===== src/rtl/logic_mux_unit.sv =====
// logic_mux_unit: registered eight-way bitwise operation stage with a
// valid/ready result port. With LOGIC_MUX_SWEEP_EN defined, a beat accepted
// with sweep=1 emits all eight operations (op 0..7) on the captured operands.
// Without it, sweep is ignored and every accept produces a single result.
module logic_mux_unit #(
    parameter int WIDTH = 4
) (
    input  logic             clk,
    input  logic             rst,
    input  logic             in_valid,
    output logic             in_ready,
    input  logic [WIDTH-1:0] a,
    input  logic [WIDTH-1:0] b,
    input  logic [2:0]       op,
    input  logic             sweep,
    output logic             out_valid,
    input  logic             out_ready,
    output logic [WIDTH-1:0] result,
    output logic [2:0]       out_op,
    output logic             busy
);

    typedef enum logic [1:0] {
        IDLE   = 2'd0,
        SINGLE = 2'd1,
        SWEEP  = 2'd2
    } state_t;

    state_t           state, state_nxt;
    logic [WIDTH-1:0] a_q, b_q, a_nxt, b_nxt;
    logic [WIDTH-1:0] result_nxt;
    logic [2:0]       out_op_nxt;
    logic             last, accept;

    // Bitwise operation table, no carries between bits.
    function automatic logic [WIDTH-1:0] apply_op(input logic [2:0] o,
                                                  input logic [WIDTH-1:0] x,
                                                  input logic [WIDTH-1:0] y);
        case (o)
            3'd0:    apply_op = x | y;
            3'd1:    apply_op = ~(x | y);
            3'd2:    apply_op = x & y;
            3'd3:    apply_op = ~(x & y);
            3'd4:    apply_op = x ^ y;
            3'd5:    apply_op = ~(x ^ y);
            3'd6:    apply_op = x;
            default: apply_op = y;
        endcase
    endfunction

`ifdef LOGIC_MUX_SWEEP_EN
    logic [2:0] k, k_nxt;

    assign last = (state == SINGLE) || ((state == SWEEP) && (k == 3'd7));
    assign busy = (state == SWEEP) && (k != 3'd7);
`else
    // sweep has no function in this build; keep it visibly consumed.
    logic sweep_unused;
    assign sweep_unused = sweep;

    assign last = (state == SINGLE);
    assign busy = 1'b0;
`endif

    assign out_valid = (state != IDLE);
    // Ready depends only on the held beat and the consumer, never on in_valid.
    assign in_ready  = !out_valid || (out_ready && last);
    assign accept    = in_valid && in_ready;

    // State register plus captured operands and result; async reset aborts any sweep.
    always_ff @(posedge clk or posedge rst) begin
        if (rst) begin
            state  <= IDLE;
            a_q    <= '0;
            b_q    <= '0;
            result <= '0;
            out_op <= 3'd0;
`ifdef LOGIC_MUX_SWEEP_EN
            k      <= 3'd0;
`endif
        end else begin
            state  <= state_nxt;
            a_q    <= a_nxt;
            b_q    <= b_nxt;
            result <= result_nxt;
            out_op <= out_op_nxt;
`ifdef LOGIC_MUX_SWEEP_EN
            k      <= k_nxt;
`endif
        end
    end

    // Next state: a new accept wins (back-to-back), else advance or retire the held beat.
    always_comb begin
        state_nxt  = state;
        a_nxt      = a_q;
        b_nxt      = b_q;
        result_nxt = result;
        out_op_nxt = out_op;
`ifdef LOGIC_MUX_SWEEP_EN
        k_nxt      = k;
`endif
        if (accept) begin
            a_nxt = a;
            b_nxt = b;
`ifdef LOGIC_MUX_SWEEP_EN
            if (sweep) begin
                state_nxt  = SWEEP;
                k_nxt      = 3'd0;
                result_nxt = apply_op(3'd0, a, b);
                out_op_nxt = 3'd0;
            end else begin
                state_nxt  = SINGLE;
                k_nxt      = 3'd0;
                result_nxt = apply_op(op, a, b);
                out_op_nxt = op;
            end
`else
            state_nxt  = SINGLE;
            result_nxt = apply_op(op, a, b);
            out_op_nxt = op;
`endif
        end else if (out_valid && out_ready) begin
`ifdef LOGIC_MUX_SWEEP_EN
            if ((state == SWEEP) && (k != 3'd7)) begin
                k_nxt      = k + 3'd1;
                result_nxt = apply_op(k + 3'd1, a_q, b_q);
                out_op_nxt = k + 3'd1;
            end else begin
                state_nxt  = IDLE;
                k_nxt      = 3'd0;
                result_nxt = '0;
                out_op_nxt = 3'd0;
            end
`else
            state_nxt  = IDLE;
            result_nxt = '0;
            out_op_nxt = 3'd0;
`endif
        end
    end

endmodule


===== config.mk =====
export PLATFORM = sky130hd
export DESIGN_NAME = logic_mux_unit
export DESIGN_NICKNAME = d
export VERILOG_FILES = /design/src/rtl/logic_mux_unit.sv
export SDC_FILE = /design/constraint.sdc
export NUM_CORES = 1
export LEC_CHECK = 0
export ABC_AREA = 1
export CORE_MARGIN = 10
export CORE_UTILIZATION = 40
export CTS_CLUSTER_DIAMETER = 200
export CTS_CLUSTER_SIZE = 30
export DETAILED_ROUTE_END_ITERATION = 12
export MAX_ROUTING_LAYER = met4
export PLACE_DENSITY = 0.73
export SLEW_MARGIN = 20
export SYNTH_ARGS = -nofsm -noshare
export SYNTH_HDL_FRONTEND = slang
export SYNTH_SLANG_ARGS = --single-unit

===== constraint.sdc =====
create_clock -name clk -period 1 [get_ports clk]
set_clock_uncertainty 0.1 [all_clocks]
set_input_delay 0.2 -clock clk [delete_from_list [all_inputs] [get_ports clk]]
set_output_delay 0.2 -clock clk [all_outputs]
set_load 0.05 [all_outputs]

# Word-level counts from Yosys, hierarchy flattened

Index checks and enable logic that the tools add are counted.

Flip-flop bits (word level): 9
Output and inout port bits: 10
Word-level logic and storage cells: 31

Multiplexer cells: 7
Equal/unequal tests: 7
Reductions and logical operators: 8
Bitwise logic cells: 6

Operator list:

| cell                                                                   | number |
|---|---|
| 4-bit one-hot mux with 7 select lines                                  | 1 |
| 4-bit inverter                                                         | 3 |
| 3-bit equality test (second input constant)                            | 3 |
| 4-bit two-way mux                                                      | 2 |
| 3-bit by 2-bit equality test with 1-bit output (second input constant) | 2 |
| 3-bit two-way mux                                                      | 2 |
| 4-bit bitwise AND                                                      | 1 |
| 2-bit two-way mux                                                      | 2 |
| 4-bit OR                                                               | 1 |
| 2-bit nonzero test                                                     | 2 |
| 4-bit XOR                                                              | 1 |
| 3-bit by 1-bit equality test with 1-bit output (second input constant) | 1 |
| 1-bit logical AND                                                      | 3 |
| 3-bit logical NOT                                                      | 1 |
| 2-bit by 1-bit equality test with 1-bit output (second input constant) | 1 |
| 1-bit logical NOT                                                      | 1 |
| 1-bit logical OR                                                       | 1 |

# Longest topological paths before layout

Depth in word-level cells: 5
Mapped depth: 9

# Worst setup path before layout

OpenSTA, ideal clock, no wires.

Path kind: register to register
Start point: reg state[0]
End point: reg out_op[0]
Stages on the path, launching flop included: 7
Clock period less this slack: 1,813 ps
Data arrival time: 1,635 ps
Path buffers: 0
Setup slack: -813 ps
Library setup time: 78 ps
Cells stage by stage: dfrtp_1 nand2_1 nand2_2 nand2_1 inv_2 nand2_1 o21ai_1

Longest elaborated chain between the ends: 5

RTL lines:

| item                                                                                        | line   | source |
|---|---|---|
| start: declaration                                                                          | 29     | `state_t state, state_nxt;` |
| start signal: assignment                                                                    | 82     | `state <= state_nxt;` |
| 2-bit by 1-bit equality test with 1-bit output / 2-bit nonzero test (equally long branches) | 61, 65 |  |
| 1-bit logical AND / 1-bit logical NOT (equally long branches)                               | 67     | `assign in_ready = !out_valid \|\| (out_ready && last);` |
| 1-bit logical OR (*)                                                                        | 67     |  |
| named net in_ready                                                                          | 11     | `output logic in_ready,` |
| 1-bit logical AND (*)                                                                       | 68     | `assign accept = in_valid && in_ready;` |
| 3-bit two-way mux / 2-bit nonzero test (equally long branches)                              | n/a    |  |
| end signal: assignment                                                                      | 86     | `out_op <= out_op_nxt;` |
| end: declaration                                                                            | 19     | `output logic [2:0] out_op,` |

Mark *: on every way through the listed nets, which the timed path passes. The rest lies on a longest branch.
A chain may end at the register's enable or synchronous reset.

# Worst setup path in the final report

Start point: reg state[0]
End point: out out_valid

Longest elaborated chain between the ends: 1

RTL lines:

| item               | line | source |
|---|---|---|
| 2-bit nonzero test | 65   | `assign out_valid = (state != IDLE);` |
| end: declaration   | 16   | `output logic out_valid,` |

Every way passes these cells.

==> results.txt <==
Yosys cell types -> 23
Setup violations, final -> 16
synth top area cells -> dfrtp_1, nand2_1, ha_1, nand4_1, inv_1
Yosys top cell area share -> 0.2388
Core ar. -> 1982 sq um
Post-Layout Cell Count -> 201
most common cell after layout, fill and taps aside -> nand2_1
DIE WIDTH -> 65.78 um
type of origin of the critical path -> flop
Synth Register Bits -> 8
hold-fix buffers at CTS -> 0
clock root buffer -> clkbuf_4
Hold Vio Cnt, Final -> 0
initial antenna violation count -> 0
Max Freq -> 775.2 MHz
RSZ-0062 raised after global routing -> true
vias per cell -> 5.025
drt first pass iters -> 4
row count -> 16
Final period util -> 1.290
first-pass GRT wire length -> 4.526 mm
Layout Nets -> 199
CTS Buffer Depth -> 2
clk slew on worst S/H paths -> 0.06 ns
layout cells sized above 1 -> 0.4655
DRT antenna net count -> 0
via count of the first global-routing pass -> 1059
First DRT Iteration DRCs -> 55
TritonCTS clock tree -> done
violated checks -> setup timing
I/O pins -> 26
post-synthesis sequential area ratio -> 0.2388
CTS H-tree depth -> 1
area delta synth->final -> 85.82%
Critical Path Sink Type -> output pin
WL/cell -> 14.14 um
synthesized area per cell -> 6.549 sq um
WP data arrival -> 0.99 ns
antenna cells -> 0
Setup Crit Path Kind -> reg -> out
Sink Count -> 8
Post-Route Setup TNS -> -2.897 ns
synthesized instance count -> 128
MaxCap Viol Count -> 0
Core Util, Final -> 0.7860
CP Max Fanout -> 3
synthesized area -> 838.3 sq um
DPL Wire Length -> 1.882 mm
Via Count -> 1010
status -> complete, but fails checks
Initial Utilization -> 0.4230
Port Buffers -> 23
synthesized net count -> 152
DRT Wirelength -> 2.842 mm
RePlAce Congestion -> 0.8767
largest net degree at the start of global routing -> 15
Inst Count DP -> 190
setup ws final -> -0.2900 ns
most frequent cells in the layout -> nand2_1, buf_4, nand4_1
cell taking the most area after synthesis -> dfrtp_1
worst path required time -> 0.70 ns
leak pwr -> 0.7967 nW
yosys warns -> 0
DIE AREA -> 4327 sq um
total track usage -> 0.1305
VDD IR-drop max -> 564.8 uV
Setup WS pre-CTS -> -0.6980 ns
PD cells -> 1036 nW/um^2
Max Transition Viols Final -> 0
cts bufs inserted -> 3
worst skew pair latency -> 0.26 ns
Vert. Die Dim -> 65.78 um
total gr overflow -> 0
Worst Hold Class -> in -> async
fin crit period -> 1.290 ns
drt drc -> 0
==> kinds of logic after synthesis <==
| logic type | Yosys count | share of synthesized area |
|---|---|---|
| flip-flops | 8 | 0.2388 |
| buffers and inverters | 28 | 0.1582 |
| AND/OR/NAND/NOR | 72 | 0.4134 |
| adder cells (fa/ha/maj) | 8 | 0.1194 |
| AO/OA/AOI/OAI | 11 | 0.06567 |
| other | 1 | 0.004473 |
==> critical path, cell delays in order, from the launching register on <==
cell and delay, ns:
dfrtp_2 0.45, buf_6 0.14, buf_12 0.13
==> per-layer routing <==
| layer | routed length [um] | GRT usage |
|---|---|---|
| met4 | 57 | 0.05080 |
| met3 | 184 | 0.02881 |
| met2 | 1543 | 0.2440 |
| met5 | 0 | - |
| met1 | 1056 | 0.1264 |
==> what timing repair did <==
item / CTS / global route
cloned: 1 / 0
setup buffers: 6 / 1
setup endpoints to repair: 16 / 17
resized for setup: 42 / 28
pin swaps: 8 / 4
==> cell usage after synthesis, drive strengths merged <==
master / n
ha: 8
nand3: 5
clkinv: 1
nor2: 14
dfrtp: 8
o21ai: 7
conb: 1
a21oi: 4
buf: 5
inv: 22
nand4: 12
nand3b: 4
nand2: 37
==> stage by stage <==
step | power (W) | area [sq um] | hold WS, ns
4_1_cts | 0.001537 | 1501 | 0.1048
2_1_floorplan | 0.0008062 | 872.1 | -0.08441
6_report | 0.001614 | 1558 | 0.08356
3_3_place_gp | 0.001182 | 1324 | 0.3617
5_1_grt | 0.001692 | 1558 | 0.1196
3_5_place_dp | 0.001199 | 1324 | 0.3727
==> sequential cells by signal, indices dropped and copies added, names as in the netlist <==
name    cells
out_op      3
result      4
state       1
==> layout make-up <==
type	count	area, sq um
timing repair buffer	47	538.0
sequential	8	203.9
clock buffer	4	26.28
tap	27	33.78
inverter	23	103.9
fill	133	424.2
multi-input combinational	92	651.9
==> final timing paths <==
path,startpoint,to,slack (ns),cells past startpoint
hold / removal,rst,out_op[0]$_DFFE_PP0P_,0.08,2
hold reg to reg,result[1]$_DFFE_PP0P_,result[1]$_DFFE_PP0P_,0.43,2
min in group clk,b[2],result[2]$_DFFE_PP0P_,0.32,6
setup reg to reg,state[0]$_DFFE_PP0P_,out_op[2]$_DFFE_PP0P_,-0.22,7
setup / recovery,state[0]$_DFFE_PP0P_,out_valid,-0.29,2
max in group asynchronous,rst,result[3]$_DFFE_PP0P_,0.47,2
==> power breakdown <==
part	internal [W]	leakage, nW	total (W)	switching, W
clock	0.000153	0.0150	0.000274	0.000121
combinational	0.000435	0.684	0.000910	0.000475
sequential	0.000371	0.0974	0.000430	0.0000588
No activity file was read; power rests on OpenSTA's default activity.
